`src/rtl/sw_pkg.sv`:
```
// Shared constants for the switch input-conditioning slice.
// Widths and debounce lengths for hardware and simulation builds.
package sw_pkg;

  localparam int SW_WIDTH            = 8;
  localparam int DEBOUNCE_CYCLES_HW  = 50000;
  localparam int DEBOUNCE_CYCLES_SIM = 4;
  localparam int CNT_W               = 16;

endpackage

```
`src/rtl/sw_debounce_bit.sv`:
```
// One switch bit: 2-flop synchroniser, debounce counter,
// stable level and registered rise/fall pulses.
module debounce_bit #(
  parameter int CNT_W           = 16,
  parameter int DEBOUNCE_CYCLES = 4
) (
  input  logic clk,
  input  logic rst,
  input  logic raw,
  output logic stable,
  output logic rise,
  output logic fall
);

  localparam logic [CNT_W-1:0] CNT_MAX =
    CNT_W'(DEBOUNCE_CYCLES - 1);

  logic             sync1;
  logic             sync2;
  logic [CNT_W-1:0] cnt;
  logic             diff;
  logic             done;

  always_comb begin
    diff = sync2 != stable;
    done = diff && (cnt == CNT_MAX);
  end

  always_ff @(posedge clk) begin
    if (rst) begin
      sync1  <= 1'b0;
      sync2  <= 1'b0;
      cnt    <= '0;
      stable <= 1'b0;
      rise   <= 1'b0;
      fall   <= 1'b0;
    end else begin
      sync1 <= raw;
      sync2 <= sync1;
      rise  <= 1'b0;
      fall  <= 1'b0;
      unique case (1'b1)
        !diff: cnt <= '0;
        done: begin
          // pulses land with the new stable value
          stable <= sync2;
          cnt    <= '0;
          rise   <= sync2;
          fall   <= ~sync2;
        end
        default: cnt <= cnt + CNT_W'(1);
      endcase
    end
  end

endmodule

```
`src/rtl/sw_debounce.sv`:
```
// Debounced switch vector feeding the priority encoder,
// plus per-bit edge pulses and a combined change strobe.
module sw_debounce
  import sw_pkg::*;
#(
  parameter int WIDTH           = SW_WIDTH,
  parameter int CNT_W           = sw_pkg::CNT_W,
  parameter int DEBOUNCE_CYCLES = DEBOUNCE_CYCLES_HW
) (
  input  logic             clk,
  input  logic             rst,
  input  logic [WIDTH-1:0] sw_raw,
  output logic [WIDTH-1:0] sw_stable,
  output logic [WIDTH-1:0] sw_rise,
  output logic [WIDTH-1:0] sw_fall,
  output logic             sw_changed
);

  for (genvar i = 0; i < WIDTH; i++) begin : g_bit
    debounce_bit #(
      .CNT_W          (CNT_W),
      .DEBOUNCE_CYCLES(DEBOUNCE_CYCLES)
    ) u_bit (
      .clk   (clk),
      .rst   (rst),
      .raw   (sw_raw[i]),
      .stable(sw_stable[i]),
      .rise  (sw_rise[i]),
      .fall  (sw_fall[i])
    );
  end

  assign sw_changed = |(sw_rise | sw_fall);

endmodule
```
`config.mk`:
```
export PLATFORM = sky130hd
export DESIGN_NAME = sw_debounce
export DESIGN_NICKNAME = d
export VERILOG_FILES = /design/src/rtl/sw_pkg.sv /design/src/rtl/sw_debounce_bit.sv /design/src/rtl/sw_debounce.sv
export SDC_FILE = /design/constraint.sdc
export NUM_CORES = 1
export LEC_CHECK = 0
export ABC_CLOCK_PERIOD_IN_PS = 2400
export BUFFER_PORTS_ARGS = -buffer_cell sky130_fd_sc_hd__buf_4
export CAP_MARGIN = 10
export CORE_MARGIN = 1
export CORE_UTILIZATION = 40
export CTS_CLUSTER_DIAMETER = 120
export DETAILED_ROUTE_END_ITERATION = 10
export GPL_TIMING_DRIVEN = 0
export PLACE_DENSITY_LB_ADDON = 0.2
export SYNTH_ARGS = -nofsm -noshare
export SYNTH_HDL_FRONTEND = slang
export SYNTH_SLANG_ARGS = --single-unit
export TNS_END_PERCENT = 1
```
`constraint.sdc`:
```
create_clock -name clk -period 2.4 [get_ports clk]
set_clock_uncertainty 0.2 [all_clocks]
set_input_delay 0 -clock clk [delete_from_list [all_inputs] [get_ports clk]]
set_output_delay 0 -clock clk [all_outputs]
set_load 0.02 [all_outputs]
```
==> reports/qor.yml, run 1 <==
worstHoldPathCells: 3
maxUsedRoutingLayer: "met4"
r2r_end: "g_bit[6].u_bit.cnt[14]"
clk_pin_slew_worst_paths_ns: 0.06
synthArstFlopShare: 0
power_density_cells_mw_per_mm2: 681
area_growth_pct: 17.4
die_height_um: 135
io_buffer_count: 34
met1_length_um: 6890
synth_area_per_cell_um2: 9.04
groute.usage.overall: 0.159
critPathMaxFanout: 10
start_kind: "flip-flop"
r2r_start: "g_bit[6].u_bit.cnt[4]"
syn_area_mm2: 0.00704
postSynthRegisterBits: 168
timing.reg2reg.setup_slack_ns: 0.1
synthFlopType: "sky130_fd_sc_hd__dfxtp_1"
place_hpwl_um: 9290
wl_per_cell_um: 12.4
fp.dieW_um: 135
design.portCount: 35
tritoncts: "yes"
floorplan.die_area_mm2: 0.0181
antenna_cells_inserted: 0
tightestPinTransition_ns: 0.614
cp.arrival_ns: 2.40
globalplace.congestion: 0.797
hold_violation_total_from_the_final_report: 0
synth_enable_flop_cells: 0
global_route_wire_length_before_repair_um: 22900
wl_met3_um: 381
clock_insertion_delay_worst_skew_ns: 0.42
synth_seq_area_share: 0.478
timing.setup.tns_ns: 0
peakVddDrop_mv: 0.577
design.core.area_mm2: 0.0172
run_status: "finished, final reports clean"
layout_min_cycle_time_ns: 2.30
endpoint_with_the_worst_hold_slack: "g_bit[6].u_bit.sync1"
grt_max_degree: 17
cts_sinks: 168
leakagePower_nw: 2.64
setup_viol: 0
routed-via-count: 5198
via_count_of_the_first_global_routing_pass: 4793
wl_met2_um: 5910
finish.net_count: 858
worstPathRequired_ns: 2.49
htree_num_levels: 4
numPlacedInstances: 1038
remaining_drc_errors: 0
most_area_hungry_cell_type_in_the_yosys_netlist: "sky130_fd_sc_hd__dfxtp_1"
criticalPathCategory: "reg2reg"
final_ant_viol_nets: 0
final-max-slew-violation-count: 0
maxSlewHeadroom: 0.587
layout-drive-gt1-share: 0.118
vias_per_cell: 4.82
timing.critical_path.to_type: "flip-flop"
layoutNonFillerInstCount: 1078
fmax_mhz: 434
postRouteWirelength_um: 13300
synthCells: 779
cap_violations: 0
hp-start: "sw_raw[6]"
num_rows: 48
reg2reg_depth: 5
synthDistinctLibCells: 39
drt-pass1-iter-count: 4
timing.final.crit_share: 0.960
cts_root_buffer_type: "sky130_fd_sc_hd__clkbuf_16"
cts_inserted_buffers: 17
hold_class: "in2reg"
syn_nets: 797
initial_antenna_violation_count: 0
cts.path.max_buffers: 2
yosys.area.top_type_share: 0.478
grt_overflow: 0
ys_top_cells_by_area: "sky130_fd_sc_hd__dfxtp_1, sky130_fd_sc_hd__xnor2_1, sky130_fd_sc_hd__nor2_1, sky130_fd_sc_hd__nor4_1, sky130_fd_sc_hd__nand3_1"
drt_first_iter_violations: 367
initial_cell_density_of_the_core: 0.409
rsz0062_at_grt: "yes"
postCtsSetupRepairBufs: 0
fillCellCount: 1676
ys_warn_count: 0
==> stage by stage <==
stage	worst slack, ns	area (um^2)	hold WS [ns]	power (mW)	utilization
after global routing	-0.133	8270	0.143	5.83	0.480
final	0.0956	8270	0.146	5.63	0.480
after CTS	0.0664	8260	0.127	5.70	0.479
after global placement	0.0618	7580	0.0270	2.95	0.440
after floorplan	0.318	7040	-0.0718	2.92	-
after detailed placement	0.0830	7580	0.0299	2.95	0.440
==> worst max-delay path, cell delays in order (launching register included) <==
cell,delay [ns]
sky130_fd_sc_hd__dfxtp_1,0.37
sky130_fd_sc_hd__nor4_1,0.52
sky130_fd_sc_hd__nand4_1,0.18
sky130_fd_sc_hd__o21ai_1,0.39
sky130_fd_sc_hd__clkbuf_1,0.42
sky130_fd_sc_hd__nor2_1,0.10
==> cell usage after synthesis, types with 5 or more instances <==
cell / instances
sky130_fd_sc_hd__nor4b_1: 10
sky130_fd_sc_hd__nand3_1: 41
sky130_fd_sc_hd__nor4_1: 40
sky130_fd_sc_hd__a21oi_1: 5
sky130_fd_sc_hd__buf_4: 26
sky130_fd_sc_hd__inv_1: 22
sky130_fd_sc_hd__nor2_1: 151
sky130_fd_sc_hd__nand4_1: 32
sky130_fd_sc_hd__and3_1: 12
sky130_fd_sc_hd__nor3_1: 39
sky130_fd_sc_hd__nand2_1: 32
sky130_fd_sc_hd__nand2b_1: 7
sky130_fd_sc_hd__ha_1: 8
sky130_fd_sc_hd__nor2b_1: 17
sky130_fd_sc_hd__mux2i_1: 6
sky130_fd_sc_hd__xnor2_1: 102
sky130_fd_sc_hd__dfxtp_1: 168
sky130_fd_sc_hd__clkbuf_1: 8
sky130_fd_sc_hd__xor2_1: 15
==> timing repair <==
item	CTS	global route
endpoints found under the setup margin	0	24
hold buffers	9	0
resized for setup	0	1
endpoints found under the hold margin	20	0
==> layout make-up <==
| class | instances | area [um^2] | area share |
|---|---|---|---|
| clock buffer | 24 | 502 | 0.0607 |
| multi-input combinational | 549 | 3340 | 0.404 |
| timing repair buffer | 43 | 345 | 0.0418 |
| buffer | 39 | 260 | 0.0315 |
| sequential | 168 | 3360 | 0.407 |
| clock inverter | 8 | 92.6 | 0.0112 |
| tap | 225 | 282 | 0.0341 |
| inverter | 22 | 82.6 | 0.00999 |
==> flip-flops by register name, summed over array words and instances, names as in the netlist <==
| register | flops |
|---|---|
| g_bit.u_bit.cnt | 128 |
| g_bit.u_bit.fall | 8 |
| g_bit.u_bit.rise | 8 |
| g_bit.u_bit.stable | 8 |
| g_bit.u_bit.sync1 | 8 |
| g_bit.u_bit.sync2 | 8 |
==> placed cells by master (no fill, tap or decap), drive strengths merged, types with 2 or more instances in the layout <==
| cell type | n |
|---|---|
| nand2b | 7 |
| o21ai | 4 |
| or4 | 4 |
| nor4 | 41 |
| nand4 | 32 |
| nor4bb | 4 |
| inv | 22 |
| xnor2 | 102 |
| nor4b | 10 |
| dfxtp | 168 |
| and4b | 3 |
| a21oi | 5 |
| and3 | 12 |
| nor3 | 39 |
| bufinv | 2 |
| clkinv | 5 |
| nand4b | 3 |
| dlygate4sd3 | 9 |
| and2 | 3 |
| clkbuf | 31 |
| nor2b | 17 |
| mux2i | 6 |
| buf | 66 |
| or4b | 4 |
| xor2 | 15 |
| and3b | 2 |
| nand2 | 33 |
| nor2 | 151 |
| ha | 8 |
| nand3 | 41 |
==> worst max-delay path by stage <==
stage / cells past startpoint / slack, ns / to / start
floorplan: 5 / 0.32 / g_bit[0].u_bit.cnt[4] / g_bit[0].u_bit.cnt[10]
global placement: 6 / 0.06 / g_bit[1].u_bit.cnt[14] / g_bit[1].u_bit.cnt[0]
global route: 5 / -0.13 / g_bit[6].u_bit.cnt[13] / g_bit[6].u_bit.cnt[4]
CTS: 5 / 0.07 / g_bit[6].u_bit.cnt[14] / g_bit[6].u_bit.cnt[4]
detailed placement: 6 / 0.08 / g_bit[1].u_bit.cnt[14] / g_bit[1].u_bit.cnt[0]
finish: 5 / 0.1 / g_bit[6].u_bit.cnt[14] / g_bit[6].u_bit.cnt[4]
==> cell families (layout without fill, tap and decap cells) <==
logic type,after synthesis,count (layout),share of synthesized area
simple gates,408,408,0.297
flops,168,168,0.478
xor+xnor,117,117,0.145
buf+inv,62,136,0.0492
compound gates,10,10,0.00799
fa+ha+maj,8,8,0.0142
mux,6,6,0.00853
==> where the power goes <==
group	switching [mW]	internal [mW]	leakage, nW	total (mW)
combinational	0.0467	0.0384	0.992	0.0851
clock	1.07	1.66	0.296	2.73
sequential	0.0106	2.81	1.36	2.82
==> per-layer routing <==
layer / global-route usage / vias up
li1: - / 2771
met1: 0.215 / 2367
met2: 0.247 / 44
met3: 0.0432 / 16
met4: 0.0506 / 0
met5: 0 / -
Power figures use the tool's default switching activity.
==> run 2: changes to the inputs <==
--- a/config.mk
+++ b/config.mk
@@ -10,10 +10,12 @@
 export CAP_MARGIN = 10
 export CORE_MARGIN = 1
 export CORE_UTILIZATION = 40
+export CTS_BUF_LIST = sky130_fd_sc_hd__clkbuf_2
 export CTS_CLUSTER_DIAMETER = 120
 export DETAILED_ROUTE_END_ITERATION = 10
 export GPL_TIMING_DRIVEN = 0
 export PLACE_DENSITY_LB_ADDON = 0.2
+export REMOVE_ABC_BUFFERS = 1
 export SYNTH_ARGS = -nofsm -noshare
 export SYNTH_HDL_FRONTEND = slang
 export SYNTH_SLANG_ARGS = --single-unit
==> reports/qor.yml, run 2 (same netlist as run 1, synthesis figures left out) <==
run_status: "finished, final reports clean"
drt-pass1-iter-count: 5  # +1
design.portCount: 35  # unchanged
maxSlewHeadroom: 0.602  # +0.0148
place_hpwl_um: 8910  # -4.1%
groute.usage.overall: 0.150  # -0.00932
fp.dieW_um: 135  # unchanged
cp.arrival_ns: 2.61  # +0.21 ns
initial_cell_density_of_the_core: 0.409  # unchanged
max_stage_delay_ns: 0.54  # +0.02 ns
via_count_of_the_first_global_routing_pass: 4940  # +3.1%
cap_violations: 0  # unchanged
clock_insertion_delay_worst_skew_ns: 0.70  # +0.28 ns
wl_per_cell_um: 12.2  # -1.5%
floorplan.die_area_mm2: 0.0181  # unchanged
cts_sinks: 168  # unchanged
total_power_mw: 4.36  # -23%
finish.net_count: 835  # -2.7%
tritoncts: "yes"
cts_root_buffer_type: "sky130_fd_sc_hd__clkbuf_2"
global_route_wire_length_before_repair_um: 21800  # -4.9%
drt_first_iter_violations: 154  # -58%
criticalPathCategory: "reg2reg"
cts.path.max_buffers: 2  # unchanged
final-max-slew-violation-count: 0  # unchanged
critPathMaxFanout: 14  # +4
worstPathRequired_ns: 2.80  # +0.31 ns
peakVddDrop_mv: 0.376  # -35%
start_kind: "flip-flop"
hold_class: "in2reg"
timing.critical_path.to_type: "flip-flop"
timing.final.crit_share: 0.924  # -0.0361
largest-register: "g_bit.u_bit.cnt"
grt_max_degree: 49  # +32
hold_violation_total_from_the_final_report: 0  # unchanged
clk_pin_slew_worst_paths_ns: 0.23  # +0.17 ns
fmax_mhz: 451  # +3.9%
cp_cell_sequence: "or4_4 -> or4_4 -> o21ai_4 -> nor2_1"
area_growth_pct: 11.2
io_buffer_count: 34  # unchanged
layout-drive-gt1-share: 0.0916  # -0.0268
final.setup.worst_slack_ns: 0.182  # +0.0866 ns
fillCellCount: 1690  # +0.84%
routed-via-count: 5204  # +0.12%
mostFrequentLayoutCell: "sky130_fd_sc_hd__dfxtp_1"
globalplace.congestion: 0.798  # +0.11%
timing.setup.tns_ns: 0  # unchanged
final_cell_area_mm2: 0.00783  # -5.3%
initial_antenna_violation_count: 1  # +1
leakagePower_nw: 2.40  # -9.1%
num_rows: 48  # unchanged
numPlacedInstances: 998  # -3.9%
htree_num_levels: 4  # unchanged
postRouteWirelength_um: 12900  # -3.5%
design.core.area_mm2: 0.0172  # unchanged
layout_common_cells: "sky130_fd_sc_hd__dfxtp_1, sky130_fd_sc_hd__nor2_1, sky130_fd_sc_hd__xnor2_1"
largest_register_ff_count: 128  # unchanged
place_area_mm2: 0.00732  # -3.5%
vias_per_cell: 4.93  # +2.2%
die_height_um: 135  # unchanged
critPathSlowestCell: "sky130_fd_sc_hd__or4_4"
remaining_drc_errors: 0  # unchanged
setup_viol: 0  # unchanged
critPathTopFamily: "simple AND/OR/NAND/NOR gates"
final_ant_viol_nets: 0  # unchanged
cp_num_buf_inv: 0  # -1
rsz0062_at_grt: "no"
tightestPinTransition_ns: 0.598  # -0.0166 ns
grt_overflow: 0  # unchanged
critPathMostFrequentCell: "sky130_fd_sc_hd__or4_4"
layout_min_cycle_time_ns: 2.22  # -0.0866 ns
dp_slack_ns: -0.00811  # -0.0911 ns
layoutNonFillerInstCount: 1056  # -2.0%
cts_inserted_buffers: 17  # unchanged
power_density_cells_mw_per_mm2: 557  # -18%
run 2: changes by cell type in the layout (fill, tap and decap cells not counted), moves of 3 or more:
cell / change
sky130_fd_sc_hd__buf_4: -26
sky130_fd_sc_hd__buf_1: -3
sky130_fd_sc_hd__clkbuf_2: +20
sky130_fd_sc_hd__clkbuf_16: -17
sky130_fd_sc_hd__clkinv_2: -3
sky130_fd_sc_hd__dlygate4sd3_1: +16
sky130_fd_sc_hd__clkbuf_1: -9
sky130_fd_sc_hd__clkbuf_8: -5
run 2: what timing repair did:
item / CTS / global route
setup buffers: 0 / 0
pin swaps: 0 / 0
endpoints found under the hold margin: 103 / 0
setup endpoints to repair: 12 / 34
hold buffers: 25 / 0
gates resized for setup: 2 / 5
run 2: through the flow:
step                      hold WS [ns]   util
after floorplan                 -0.131      -
after global placement          0.0163  0.424
after detailed placement        0.0150  0.424
after CTS                       0.0123  0.453
after global routing            0.0330  0.454
final                            0.109  0.454
run 2: worst register-to-register path, cell delays in order, from the launching register on:
cell	delay, ns
sky130_fd_sc_hd__dfxtp_1	0.40
sky130_fd_sc_hd__or4_4	0.54
sky130_fd_sc_hd__or4_4	0.54
sky130_fd_sc_hd__o21ai_4	0.35
sky130_fd_sc_hd__nor2_1	0.10
run 2: final timing paths:
kind	from	end	slack (ns)	cells past startpoint
min	rst	g_bit[1].u_bit.stable	0.11	3
max reg2reg	g_bit[0].u_bit.cnt[10]	g_bit[0].u_bit.cnt[5]	0.18	4
max	g_bit[0].u_bit.cnt[10]	g_bit[0].u_bit.cnt[5]	0.18	4
min reg2reg	g_bit[1].u_bit.sync1	g_bit[1].u_bit.sync2	0.26	1
run 2: where the power goes:
| part | internal, mW | switching, mW |
|---|---|---|
| combinational | 0.0511 | 0.0432 |
| clock | 0.486 | 0.953 |
| sequential | 2.81 | 0.0109 |
| total | 3.35 | 1.01 |
run 2: routing by layer:
layer,wire length (um),track usage,up-vias
li1,-,-,2712
met1,6310,0.189,2419
met5,0,0,-
met2,5940,0.244,62
met3,488,0.0443,11
met4,129,0.0531,0
run 2: area by class of cell:
class	instances	area, um^2	area share
timing repair buffer	59	505	0.0646
tap	225	282	0.0360
multi-input combinational	549	3370	0.430
sequential	168	3360	0.430
clock inverter	12	126	0.0161
clock buffer	20	100	0.0128
antenna	1	2.50	0.000320
inverter	22	82.6	0.0105
